==> src/rtl/push_gen_pkg.sv <==
// Shared definitions for the FIFO push-side generator and its pop-side peers:
// FSM encoding, pattern geometry, counter width and pattern-bit lookup.
package push_gen_pkg;

  localparam int PATTERN_W = 64;
  localparam int IDX_W     = 6;
  localparam int CNT_W     = 16;

  typedef enum logic [1:0] {
    ST_IDLE  = 2'd0,
    ST_RUN   = 2'd1,
    ST_DRAIN = 2'd2,
    ST_DONE  = 2'd3
  } state_t;

  // Pattern is consumed MSB first. For a 6-bit index, ~idx == 63 - idx.
  function automatic logic pattern_bit(input logic [PATTERN_W-1:0] pattern,
                                       input logic [IDX_W-1:0]     idx);
    return pattern[~idx];
  endfunction

endpackage

==> src/rtl/push_gen_if.sv <==
// Write-side FIFO handshake: push strobe and data toward the FIFO, full flag back.
interface push_gen_if #(
  parameter int DATA_WIDTH = 8
);
  logic                  pushOut;
  logic [DATA_WIDTH-1:0] dataOut;
  logic                  fullIn;

  modport master (output pushOut, output dataOut, input fullIn);
  modport slave  (input  pushOut, input  dataOut, output fullIn);
endinterface

==> src/rtl/push_gen.sv <==
// Push-side stimulus generator: walks a 64-bit request pattern, retries or
// drops requests that meet a full FIFO, emits an incrementing data sequence
// and reports push/drop counts plus a done flag.
module push_gen
  import push_gen_pkg::*;
#(
  parameter int                   DATA_WIDTH   = 8,
  parameter logic [PATTERN_W-1:0] PUSH_ORDER   = 64'hFFFF_0000_0000_0000,
  parameter int                   SEED         = 0,
  parameter int                   DATA_STEP    = 1,
  parameter int                   DROP_ON_FULL = 0,
  parameter int                   LOOP         = 0
) (
  input  logic             clk,
  input  logic             reset,
  input  logic             startIn,
  push_gen_if.master       fifo,
  output logic [CNT_W-1:0] pushCount,
  output logic [CNT_W-1:0] dropCount,
  output logic             done
);

  localparam logic [6:0] PEND_MAX = 7'd127;

  state_t                r_state;
  logic [IDX_W-1:0]      r_idx;
  logic [6:0]            r_pend;
  logic [DATA_WIDTH-1:0] r_data;
  logic [CNT_W-1:0]      r_push_cnt;
  logic [CNT_W-1:0]      r_drop_cnt;
  logic                  r_done;

  logic                  w_active;
  logic                  w_bit;
  logic                  w_push;
  logic                  w_drop;
  logic [6:0]            w_pend_next;

  // Request arbitration: decide this cycle's push, drop and next pending count.
  always_comb begin
    // NOTE: every output gets a default first so no path leaves it unassigned (no latch).
    w_drop      = 1'b0;
    w_pend_next = r_pend;
    w_active    = (r_state == ST_RUN) || (r_state == ST_DRAIN);
    w_bit       = (r_state == ST_RUN) && pattern_bit(PUSH_ORDER, r_idx);
    w_push      = w_active && (w_bit || (r_pend != '0)) && !fifo.fullIn;

    if (DROP_ON_FULL != 0) begin
      w_drop = w_bit && fifo.fullIn;
    end else if (w_bit && !w_push) begin
      // New request blocked by full: park it, or lose it if the backlog is saturated.
      if (r_pend == PEND_MAX) w_drop = 1'b1;
      else                    w_pend_next = r_pend + 7'd1;
    end else if (!w_bit && w_push) begin
      w_pend_next = r_pend - 7'd1;
    end
  end

  // FSM, pattern index, pending backlog, data generator and counters.
  always_ff @(posedge clk) begin
    // NOTE: non-blocking so every register samples pre-edge values, independent of statement order.
    if (!reset) begin
      r_state    <= ST_IDLE;
      r_idx      <= '0;
      r_pend     <= '0;
      r_data     <= DATA_WIDTH'(SEED);
      r_push_cnt <= '0;
      r_drop_cnt <= '0;
      r_done     <= 1'b0;
    end else begin
      if (w_push) begin
        r_data     <= r_data + DATA_WIDTH'(DATA_STEP);
        r_push_cnt <= r_push_cnt + CNT_W'(1);
      end
      if (w_drop && (r_drop_cnt != '1)) r_drop_cnt <= r_drop_cnt + CNT_W'(1);

      case (r_state)
        ST_IDLE: begin
          if (startIn) begin
            r_state <= ST_RUN;
            r_idx   <= '0;
          end
        end
        ST_RUN: begin
          r_idx  <= r_idx + IDX_W'(1);
          r_pend <= w_pend_next;
          if ((r_idx == '1) && (LOOP == 0)) begin
            if (w_pend_next != '0) begin
              r_state <= ST_DRAIN;
            end else begin
              r_state <= ST_DONE;
              r_done  <= 1'b1;
            end
          end
        end
        ST_DRAIN: begin
          r_pend <= w_pend_next;
          if (w_pend_next == '0) begin
            r_state <= ST_DONE;
            r_done  <= 1'b1;
          end
        end
        ST_DONE: ;
        default: r_state <= ST_IDLE;
      endcase
    end
  end

  assign fifo.pushOut = w_push;
  assign fifo.dataOut = r_data;
  assign pushCount    = r_push_cnt;
  assign dropCount    = r_drop_cnt;
  assign done         = r_done;

endmodule

==> src/flat_wrapper.sv <==
// flat-port wrapper written by rule: the top's interface ports become plain ports
module push_gen_flat import push_gen_pkg::*;
#(
  parameter int                   DATA_WIDTH   = 8,
  parameter logic [PATTERN_W-1:0] PUSH_ORDER   = 64'hFFFF_0000_0000_0000,
  parameter int                   SEED         = 0,
  parameter int                   DATA_STEP    = 1,
  parameter int                   DROP_ON_FULL = 0,
  parameter int                   LOOP         = 0
)
  (clk, reset, startIn, pushCount, dropCount, done, fifo_pushOut, fifo_dataOut, fifo_fullIn);
  push_gen_if #(.DATA_WIDTH(DATA_WIDTH)) fifo_i ();
  input  logic clk;
  input  logic reset;
  input  logic startIn;
  output logic [CNT_W-1:0] pushCount;
  output logic [CNT_W-1:0] dropCount;
  output logic done;
  output wire logic [$bits(fifo_i.pushOut)-1:0] fifo_pushOut;
  output wire logic [$bits(fifo_i.dataOut)-1:0] fifo_dataOut;
  input wire logic [$bits(fifo_i.fullIn)-1:0] fifo_fullIn;
  assign fifo_pushOut = fifo_i.pushOut;
  assign fifo_dataOut = fifo_i.dataOut;
  assign fifo_i.fullIn = fifo_fullIn;
  push_gen #(.DATA_WIDTH(DATA_WIDTH), .PUSH_ORDER(PUSH_ORDER), .SEED(SEED), .DATA_STEP(DATA_STEP), .DROP_ON_FULL(DROP_ON_FULL), .LOOP(LOOP)) u_core (.clk(clk), .reset(reset), .startIn(startIn), .fifo(fifo_i), .pushCount(pushCount), .dropCount(dropCount), .done(done));
endmodule
==> config.mk <==
export PLATFORM = sky130hd
export DESIGN_NAME = push_gen_flat
export DESIGN_NICKNAME = d
export VERILOG_FILES = /design/src/rtl/push_gen_pkg.sv /design/src/rtl/push_gen_if.sv /design/src/rtl/push_gen.sv /design/src/flat_wrapper.sv
export SDC_FILE = /design/constraint.sdc
export NUM_CORES = 1
export LEC_CHECK = 0
export ABC_AREA = 1
export BUFFER_PORTS_ARGS = -buffer_cell sky130_fd_sc_hd__buf_2
export CAP_MARGIN = 20
export CORE_MARGIN = 3
export CORE_UTILIZATION = 40
export DETAILED_ROUTE_END_ITERATION = 16
export PLACE_DENSITY_LB_ADDON = 0.08
export SYNTH_ARGS = -nofsm -noshare
export SYNTH_HDL_FRONTEND = slang
export SYNTH_SLANG_ARGS = --single-unit
==> constraint.sdc <==
create_clock -name clk -period 2.25 [get_ports clk]
set_input_delay 0.45 -clock clk [delete_from_list [all_inputs] [get_ports clk]]
set_output_delay 0.45 -clock clk [all_outputs]
set_load 0.02 [all_outputs]
==> flow_metrics.tcl <==
set metrics [dict create \
    grt_max_degree 31 \
    core_region_area_sq_um 7490 \
    io_buffers 45 \
    maxSlewViolCount 0 \
    die_w_microns 95.5 \
    fillers 784 \
    cts_root_buf "clkbuf_8" \
    async_reset_ff_frac 0 \
    seqPwrFrac 0.341 \
    cts_buffers 5 \
    dieArea_sq_um 9110 \
    gr-total-overflow 0 \
    clkPwrFrac 0.155 \
    end_kind "output pin" \
    drive_above_1_share 0.230 \
    drv_cap 0 \
    crit_start "u_core.r_state[1]$_SDFFE_PN0P_" \
    period_share 0.955 \
    setup_viol 0 \
    h-tree-depth 2 \
    outcome "complete, no violations" \
    grt_pass1_wl_mm 12.5 \
    worstPathMaxFanout 8 \
    place_ws_ps 108 \
    syn2layout_area_growth_pct 18.5 \
    clockBufferDepth 2 \
    finalHoldViolCount 0 \
    fmax_mhz 465 \
    grt_pass1_vias 2731 \
    grt_antenna_before_repair 0 \
    diodes 0 \
    wire_per_inst_microns 12.0 \
    worst_path_max_delay_cell "dfxtp_2" \
    drtIter0Drc 141 \
    avgSynthCellArea_sq_um 6.88 \
    critPathArrivalTime_ps 1700 \
    cts_tree "done" \
    ys_warn_count 0 \
    cpPeakStageDelay_ps 340 \
    switching_share 0.450 \
    synthFlopType "dfxtp_1" \
    start_util 0.428 \
    io_pins 46 \
    hold_path.class "primary input to register" \
    syn-num-nets 480 \
    final.min_clock_period_ps 2150 \
    worst_slack_ps 101 \
    clk_pin_slew_worst_paths_ps 100 \
    ys_seq_elements 56 \
    worstHoldStart "reset" \
    clk_latency_ps 310 \
    pwr-share-comb 0.505 \
    drt_wl_total_mm 7.55 \
    cp_cell_sequence "inv_1, ha_2, nand3_4, nand2_1, nand2_2, inv_4, buf_4, buf_2" \
    synth_edf_count 0 \
    finalSetupTns_ps 0 \
    nNetsFinal 544 \
    grt_use_total 0.168 \
    vias_per_cell 4.91 \
    drc 0 \
    yosysSeqAreaShare 0.350 \
    synthCells 465 \
    drtPass1Iterations 4 \
    power.switching_uw 1690 \
    rows 31 \
    final_antenna_net_count 0 \
    place.gp.congestion 0.896 \
    p_leak_uw 0.00176 \
    final_common_cell "nand2_1" \
    synth_cell_types 39 \
    cts_num_sinks 56 \
    rr_startpoint "u_core.r_state[1]$_SDFFE_PN0P_" \
    die_y_microns 95.5 \
    ir_drop_uv 386 \
    fin_skew_ps 10.1 \
    dp_hpwl_mm 5.56 \
    worstSetupStartpointType "register" \
    worstMarginPinSlew_ps 451 \
    crit_required_ps 1800 \
    syn-cell-area_sq_um 3200 \
    final_cell_mix "nand2_1 (85), inv_1 (65), dfxtp_1 (52)" \
    fin_total_pwr_uw 3750 \
    setup.worst_path.class "register to output pin" \
    vias 3089 \
    p_int_uw 2060 \
    maxSlewHeadroom 0.696 \
    p_per_area_nw_per_um2 989 \
]
power by group through the flow:
stage | registers, uW | clock network, uW | logic, uW
after detailed placement | 1290 | 0 | 1740
after floorplan | 1290 | 0 | 1320
after global routing | 1300 | 636 | 2130
after global placement | 1290 | 0 | 1740
after CTS | 1270 | 610 | 1780
final | 1280 | 581 | 1890
worst paths after layout:
kind,to,slack [ps],depth (start not counted)
max,fifo_pushOut,100,8
min,u_core.r_state[0]$_SDFFE_PN0P_,400,3
max reg2reg,u_core.r_state[1]$_SDFFE_PN0P_,140,17
min reg2reg,u_core.done$_SDFFE_PN0P_,460,2
sequential cells by signal (all words and copies together), names as in the netlist:
signal,cells
u_core.done,1
u_core.dropCount,16
u_core.fifo.dataOut,8
u_core.pushCount,16
u_core.r_idx,6
u_core.r_pend,7
u_core.r_state,2
stage by stage:
step | util | cells | area (sq um) | hold slack [ps]
floorplan | - | 465 | 3200 | 458
global placement | 0.482 | 614 | 3610 | 437
detailed placement | 0.482 | 614 | 3610 | 456
CTS | 0.496 | 624 | 3710 | 390
global route | 0.507 | 629 | 3790 | 406
finish | 0.507 | 629 | 3790 | 397
cell families (layout without fill, tap and decap cells):
kind of cell / count (synthesis) / after routing / synth area share
and+or+nand+nor: 226 / 226 / 0.355
buffers and inverters: 87 / 152 / 0.106
AOI/OAI and AO/OA: 83 / 83 / 0.140
DFF: 56 / 56 / 0.350
adders and majority gates: 11 / 11 / 0.0430
xor gates and xnor gates: 2 / 2 / 0.00547
cell usage after synthesis (10+ instances only):
cell type,number,area share
nor2_1,48,0.056
dfxtp_1,56,0.35
nor3_1,15,0.023
a21oi_1,33,0.052
ha_1,11,0.043
o21ai_0,37,0.058
nand2_1,85,0.10
nand3_1,27,0.042
inv_1,66,0.077
nand4_1,11,0.022
inv_2,10,0.012
final cells by class:
type / instances / area [sq um] / share of cell area
Clock buffer: 5 / 68.8 / 0.0181
Clock inverter: 3 / 21.3 / 0.00561
Inverter: 78 / 298 / 0.0785
Sequential cell: 56 / 1130 / 0.297
Multi-Input combinational cell: 322 / 1770 / 0.467
Timing Repair Buffer: 66 / 383 / 0.101
Tap cell: 99 / 124 / 0.0327
critical path: cells and delay by family (launching register included):
| family | cells | cell delay (ps) |
|---|---|---|
| and+or+nand+nor | 3 | 330 |
| adders and majority gates | 1 | 230 |
| DFF | 1 | 340 |
| buffers and inverters | 4 | 490 |
routing by layer:
metal | track usage | vias up | share of wire
li1 | - | 1631 | -
met3 | 0.0292 | 7 | 0.034
met1 | 0.241 | 1399 | 0.51
met4 | 0.0415 | 0 | 0.0090
met2 | 0.263 | 52 | 0.45
met5 | 0 | - | 0
timing repair:
| action | CTS | global route |
|---|---|---|
| endpoints found under the setup margin | 1 | 13 |
| pin swaps | 1 | 4 |
| setup buffers | 2 | 5 |
| cloned | 0 | 0 |
| hold buffers | 0 | 0 |
| gates resized for setup | 0 | 15 |
No activity file was read; power rests on OpenSTA's default activity.
